[src/rtl/uart_tx_arb.sv]
// uart_tx_arb: round-robin arbiter sharing one UART transmitter between
// NREQ byte producers.
//
// Handshake: every lane and the transmitter side use valid/ready. A byte
// moves on a cycle where valid && ready are both high. valid may drop
// before acceptance, and the arbiter never holds a copy of the data.
//
// Optional feature: define UART_TX_ARB_LOCK_EN to keep a grant until the
// byte marked req_last. In that build a LOCK_TIMEOUT idle-cycle watchdog
// frees a stalled owner. Without the macro, every byte releases the grant.
module uart_tx_arb #(
  parameter int NREQ         = 2,
  parameter int LOCK_TIMEOUT = 1024
) (
  input  logic                    clk,
  input  logic                    rst,
  input  logic [NREQ-1:0]         req_valid,
  input  logic [8*NREQ-1:0]       req_data,
  input  logic [NREQ-1:0]         req_last,
  output logic [NREQ-1:0]         req_ready,
  output logic                    tx_valid,
  output logic [7:0]              tx_data,
  input  logic                    tx_ready,
  output logic [$clog2(NREQ)-1:0] grant_id,
  output logic                    busy,
  output logic                    timeout_err
);

  localparam int IDW = $clog2(NREQ);

  typedef enum logic {IDLE = 1'b0, BUSY = 1'b1} state_t;

  state_t         state, state_next;
  logic [IDW-1:0] owner, owner_next;
  logic [IDW-1:0] rr_ptr, rr_next;
  logic [IDW-1:0] owner_inc;
  logic [IDW-1:0] pick;
  logic           found;
  logic [7:0]     lane [NREQ];
  logic           own_valid;
  logic           xfer;
  logic           release_now;

  // Split the flat data bus into one byte per lane.
  always_comb begin
    for (int i = 0; i < NREQ; i++) begin
      lane[i] = req_data[8*i +: 8];
    end
  end

  assign own_valid = req_valid[owner];
  assign owner_inc = (owner == IDW'(NREQ - 1)) ? '0 : owner + 1'b1;
  assign busy      = (state == BUSY);
  assign grant_id  = owner;
  assign tx_valid  = busy && own_valid;
  assign tx_data   = busy ? lane[owner] : 8'h00;
  assign xfer      = tx_valid && tx_ready;

  // Only the owner sees the transmitter's ready; all other lanes stall.
  always_comb begin
    req_ready = '0;
    for (int i = 0; i < NREQ; i++) begin
      req_ready[i] = busy && (owner == IDW'(i)) && tx_ready;
    end
  end

  // Round-robin scan: first valid lane at or above rr_ptr, wrapping.
  always_comb begin
    found = 1'b0;
    pick  = rr_ptr;
    for (int i = 0; i < NREQ; i++) begin
      if (!found && req_valid[(int'(rr_ptr) + i) % NREQ]) begin
        found = 1'b1;
        pick  = IDW'((int'(rr_ptr) + i) % NREQ);
      end
    end
  end

`ifdef UART_TX_ARB_LOCK_EN
  localparam int CW = $clog2(LOCK_TIMEOUT);

  logic [CW-1:0] idle_cnt;
  logic          timeout_hit;

  // A stalled owner is dropped on its LOCK_TIMEOUT-th consecutive idle cycle.
  assign timeout_hit = busy && !own_valid && (idle_cnt == CW'(LOCK_TIMEOUT - 1));
  assign release_now = (xfer && req_last[owner]) || timeout_hit;
  assign timeout_err = timeout_hit;

  // Count consecutive owner-idle cycles while busy; any valid cycle clears it.
  always_ff @(posedge clk or posedge rst) begin
    if (rst) begin
      idle_cnt <= '0;
    end else if (busy && !own_valid && !timeout_hit) begin
      idle_cnt <= idle_cnt + 1'b1;
    end else begin
      idle_cnt <= '0;
    end
  end
`else
  logic unused_cfg;

  // req_last and the timeout length only matter when locking is built in.
  assign unused_cfg  = ^{req_last, 32'(LOCK_TIMEOUT)};
  assign release_now = xfer;
  assign timeout_err = 1'b0;
`endif

  // State, owner and priority pointer registers.
  always_ff @(posedge clk or posedge rst) begin
    if (rst) begin
      state  <= IDLE;
      owner  <= '0;
      rr_ptr <= '0;
    end else begin
      state  <= state_next;
      owner  <= owner_next;
      rr_ptr <= rr_next;
    end
  end

  // Next-state logic: grant from IDLE, release from BUSY.
  always_comb begin
    state_next = state;
    owner_next = owner;
    rr_next    = rr_ptr;
    case (state)
      IDLE: begin
        if (found) begin
          owner_next = pick;
          state_next = BUSY;
        end
      end
      BUSY: begin
        if (release_now) begin
          state_next = IDLE;
          rr_next    = owner_inc;
        end
      end
      default: state_next = IDLE;
    endcase
  end

endmodule

[config.mk]
export PLATFORM = sky130hd
export DESIGN_NAME = uart_tx_arb
export DESIGN_NICKNAME = d
export VERILOG_FILES = /design/src/rtl/uart_tx_arb.sv
export SDC_FILE = /design/constraint.sdc
export NUM_CORES = 1
export LEC_CHECK = 0
export ABC_CLOCK_PERIOD_IN_PS = 2900
export BUFFER_PORTS_ARGS = -buffer_cell sky130_fd_sc_hd__buf_2
export CAP_MARGIN = 10
export CORE_AREA = 2 2 39 41
export DETAILED_ROUTE_END_ITERATION = 12
export DIE_AREA = 0 0 41 43
export SLEW_MARGIN = 25
export SYNTH_ARGS = -nofsm -noshare
export SYNTH_HDL_FRONTEND = slang
export SYNTH_SLANG_ARGS = --single-unit
[constraint.sdc]
create_clock -name clk -period 2.9 [get_ports clk]
set_clock_uncertainty 0.15 [all_clocks]
set_input_delay 0.435 -clock clk [delete_from_list [all_inputs] [get_ports clk]]
set_output_delay 0.435 -clock clk [all_outputs]
set_load 0.01 [all_outputs]
After elaboration in Yosys (flattened, before gate mapping)
Index checks and enable logic that the tools add are counted.

ROM bits: 0. Register bits: 3. Input port bits: 23. Logic and storage cells: 41. Memories kept: 0. Bits in writable memories: 0. Output and inout port bits: 14. Latch bits: 0.

Divide/modulo/power cells: 0. Equality and inequality tests: 0. $mul: 0. Reduce and logical (&&, ||, !) cells: 10. Shift-type cells: 0. Mux-type cells: 18. Magnitude comparators: 4. Bitwise gates (word level): 4. Add/subtract/negate cells: 2.

Operators by type and width (number): $mux 8 (4); $mux 1 (13); $logic_and 1x1->1 (7); $lt 1x2->1 const B (2); $reduce_and 2->1 (2); $lt 2x3->1 const B (1); $add 1x1->1 const B (2); $ge 2x2->1 const B (1); $not 1->1 (2); $not 1->2 (1); $pmux 1 s2 (1); $and 1x1->1 const A (1); $logic_not 1->1 (1).

Logic depth before layout (Yosys ltp)
Depth after elaboration: 9. Mapped depth: 4. Mapped depth without buffers: 2.

Least setup slack after synthesis
Ideal clock, no wire load.

Path type: reg2out. Start: register owner, in the netlist grant_id. End: output tx_data[0]. Arrival: 975 ps. Stages on the path, launching flop included: 5. Data required time: 2315 ps. Slack: 1340 ps. Buffers on the path: 2. Cell sequence: dfrtp_1 -> buf_6 -> buf_12 -> mux2i_1 -> nor2b_1.

Longest elaborated chain between the ends: 5.

Ends and longest elaborated chain: from (decl) (RTL line 34) `logic [IDW-1:0] owner, owner_next;`; from (signal assigned) (RTL line 117) `owner <= owner_next;`; $not 1->2 (implied by the code) (RTL line 56) `assign tx_data = busy ? lane[owner] : 8'h00;`; $mux 8 (implied by the code) (3 in series) (RTL line 56); $mux 8 (RTL line 56); to (decl) (RTL line 22) `output logic [7:0] tx_data,`.

No other way between the ends. The select of a mux whose other input is x is not followed.

Worst setup path in the final report
Start: register owner, in the netlist grant_id. End: output tx_valid.

Longest elaborated chain between the ends: 3.

Ends and longest elaborated chain: $mux 1 (implied by the code) (2 in series) (RTL line 51) `assign own_valid = req_valid[owner];`; $logic_and 1x1->1 (RTL line 55) `assign tx_valid = busy && own_valid;`; to (decl) (RTL line 21) `output logic tx_valid,`.

No other way between the ends. The select of a mux whose other input is x is not followed.

==> key figures <==
Logic synthesis
  • Main combinational cell family by area after synthesis: simple AND/OR/NAND/NOR gates
  • Post-synthesis compound-gate area fraction: 6.97%
  • Post-Syn Area per Cell: between 9 and 10 sq um
  • Synth Area in XOR/XNOR: 0%
  • Sequential share of the synthesized area: 20.9%
  • Yosys warns: 0
  • Synth Area in Simple Gates: 32.8%
  • Post-Synth Adder-Cell Area: 0%
  • Multiplexer share of the synthesized area: about a quarter
  • Post-Synthesis Cells: 39
  • Flops & latches, synth: 3
  • Synth cell types: 18
  • Post-Syn Nets: 62
  • Synth Cell Area: 359 sq um

Floorplan
  • IO Pins: 37
  • Die area: roughly 0.0018 sq mm
  • Core Region: 0.00138 sq mm
  • Std cell rows: 14
  • Die height: about 43 um
  • Chip width: ~41 um
  • Initial core utilization: around 26%

Critical path
  • Critical Path AT: 1460 ps
  • Path depth of the worst reg2reg path: 2
  • Reg2reg end: busy
  • CP startpoint kind: register
  • Origin of the critical flop-to-flop path: grant_id
  • CP Data Required Time: 2320 ps
  • Worst setup EP type: output pin
  • CP max FO: 15
  • Reg-to-reg slack, setup: 1510 ps
  • Crit Path Category: reg -> out

Clock tree
  • Clk Latency, worst-skew pair: between 200 and 250 ps
  • CTS max path bufs: 2
  • CTS Hold Bufs: 1
  • Cts bufs inserted: 3
  • Worst-path clk slew: 40 ps
  • H-tree depth: 1
  • Cts repair resizes: 0
  • Root buf cell: clkbuf_4
  • CTS tree: built
  • Num Clock Sinks: 3
  • Total setup buffers inserted after CTS: 0

GRT
  • First-pass GRT wire length: 1.59 mm
  • Initial antenna violation count: 0
  • Total global-route track usage: 13.4%
  • Largest net degree at the start of global routing: 18
  • Grt ovf: 0
  • Vias in the first global route: 369

Hold path
  • Hold endpoint: grant_id
  • Hold path startpoint: req_valid[1]
  • Hold path cells: 3
  • Hold Crit Class: in -> reg

Timing
  • FMAX: between 400 and 500 MHz
  • TNS Setup: 0 ps
  • Rel. slew slack: 59.3%
  • Period utilization: 70.5%
  • Unrepaired setup endpoints after global routing: false
  • Final setup violation count: 0
  • Final hold vios: 0
  • Worst Tran Pin Value: slightly above 600 ps
  • Period minus WS final: slightly above 2000 ps
  • Fin. max-slew vios: 0

Detailed routing
  • Final ANT Viol Nets: 0
  • First DRT Iteration DRCs: 4
  • WL final: 888 um
  • DR pass1 iterations: 4
  • DRC viols: 0
  • Vias per inst: about 4.6
  • Wire per inst: about 10 um
  • Via count: 409

Power
  • Worst vdd ir: between 200 and 300 uV
  • Pwr dens: 785 mW/mm^2
  • Static Leak: 0.000302 uW

Layout
  • Final Non-Filler Cells: 89
  • Fill count: 150
  • Final nets: 97
  • Share of post-route cells with drive strength above 1: 54.8%
  • Area grow syn2layout: 49.5%
  • Antenna diode count: 0

Place
  • Gpl congestion: roughly 0.7
  • Placed Instances: 84
  • Port Buffers: 33

Run status
  • Status: complete, no violations

Flow run
  • Max-cap viol count: 0
sequential cells by signal, indices dropped and copies added, names as in the netlist:
signal / count
busy: 1
rr_ptr: 1
grant_id: 1
layer usage:
layer,up-vias,GRT usage (%),routed length [um]
li1,201,-,-
met5,-,0,0
met3,2,4.71,90
met4,0,8.00,11
met2,23,18.1,434
met1,183,17.4,351
how the worst max path moves through the flow:
stage            endpoint  slack [ps]     start
2_1_floorplan  tx_data[0]        1340  grant_id
3_3_place_gp     tx_valid        1070  grant_id
3_5_place_dp     tx_valid        1070  grant_id
4_1_cts          tx_valid         820  grant_id
5_1_grt          tx_valid         690  grant_id
6_report         tx_valid         860  grant_id
worst max-delay path, cell delays in order, from the launching register on:
cell and delay (ps):
dfrtp_1 720, mux2i_1 300, nor2b_1 70, buf_2 140
through the flow:
| step | hold slack, ps | area, sq um | util [%] | total power (uW) | worst slack (ps) |
|---|---|---|---|---|---|
| final | 346 | 537 | 38.8 | 421 | 855 |
| after global routing | 363 | 537 | 38.8 | 465 | 694 |
| after CTS | 341 | 537 | 38.8 | 430 | 819 |
| after detailed placement | 154 | 500 | 36.2 | 352 | 1070 |
| after global placement | 154 | 500 | 36.2 | 347 | 1070 |
| after floorplan | 38.6 | 359 | - | 309 | 1340 |
layout by cell type, fill, tap and decap left out:
cell type / netlist / final
a31oi_1: 1 / 1
a2bb2oi_1: 1 / 1
clkbuf_4: 0 / 3
nor3_2: 1 / 1
clkbuf_1: 0 / 1
dfrtp_1: 3 / 3
nor2b_2: 1 / 1
nor2b_1: 11 / 11
nor2_1: 1 / 1
inv_1: 1 / 1
o32a_1: 1 / 1
nand2_1: 2 / 2
mux2i_1: 9 / 9
dlygate4sd3_1: 0 / 1
and4_4: 1 / 1
conb_1: 1 / 1
and3_2: 1 / 1
buf_2: 1 / 33
cell families after synthesis:
kind of cell | Yosys count
AOI/OAI and AO/OA | 3
buffers and inverters | 5
DFF | 3
other | 1
muxes | 9
and+or+nand+nor | 18
cell type report:
type / instances / area, sq um / area share [%]
well taps: 16 / 20.0 / 3.73
clock buffers: 4 / 26.3 / 4.90
multi-input cells: 31 / 236 / 44.1
inverters: 1 / 3.75 / 0.699
repair buffers: 34 / 175 / 32.6
flip-flops and latches: 3 / 75.1 / 14.0
Yosys cell counts:
master | number | share of area [%]
buf_4 | 1 | 2.1
mux2i_1 | 9 | 25
nor2b_2 | 1 | 2.4
nand2_1 | 2 | 2.1
conb_1 | 1 | 1.0
buf_2 | 1 | 1.4
inv_1 | 1 | 1.0
and3_2 | 1 | 2.1
o32a_1 | 1 | 2.8
and4_4 | 1 | 3.1
a2bb2oi_1 | 1 | 2.4
dfrtp_1 | 3 | 21
buf_6 | 1 | 3.1
nor2b_1 | 11 | 19
buf_12 | 1 | 5.6
nor2_1 | 1 | 1.0
a31oi_1 | 1 | 1.7
nor3_2 | 1 | 2.8
power by group:
group	switching, uW	total, uW	internal, uW
clock	21.0	72.5	51.5
combinational	95.3	231	135
sequential	59.5	118	58.7
total	176	421	245
(Power assumes the default switching activity.)
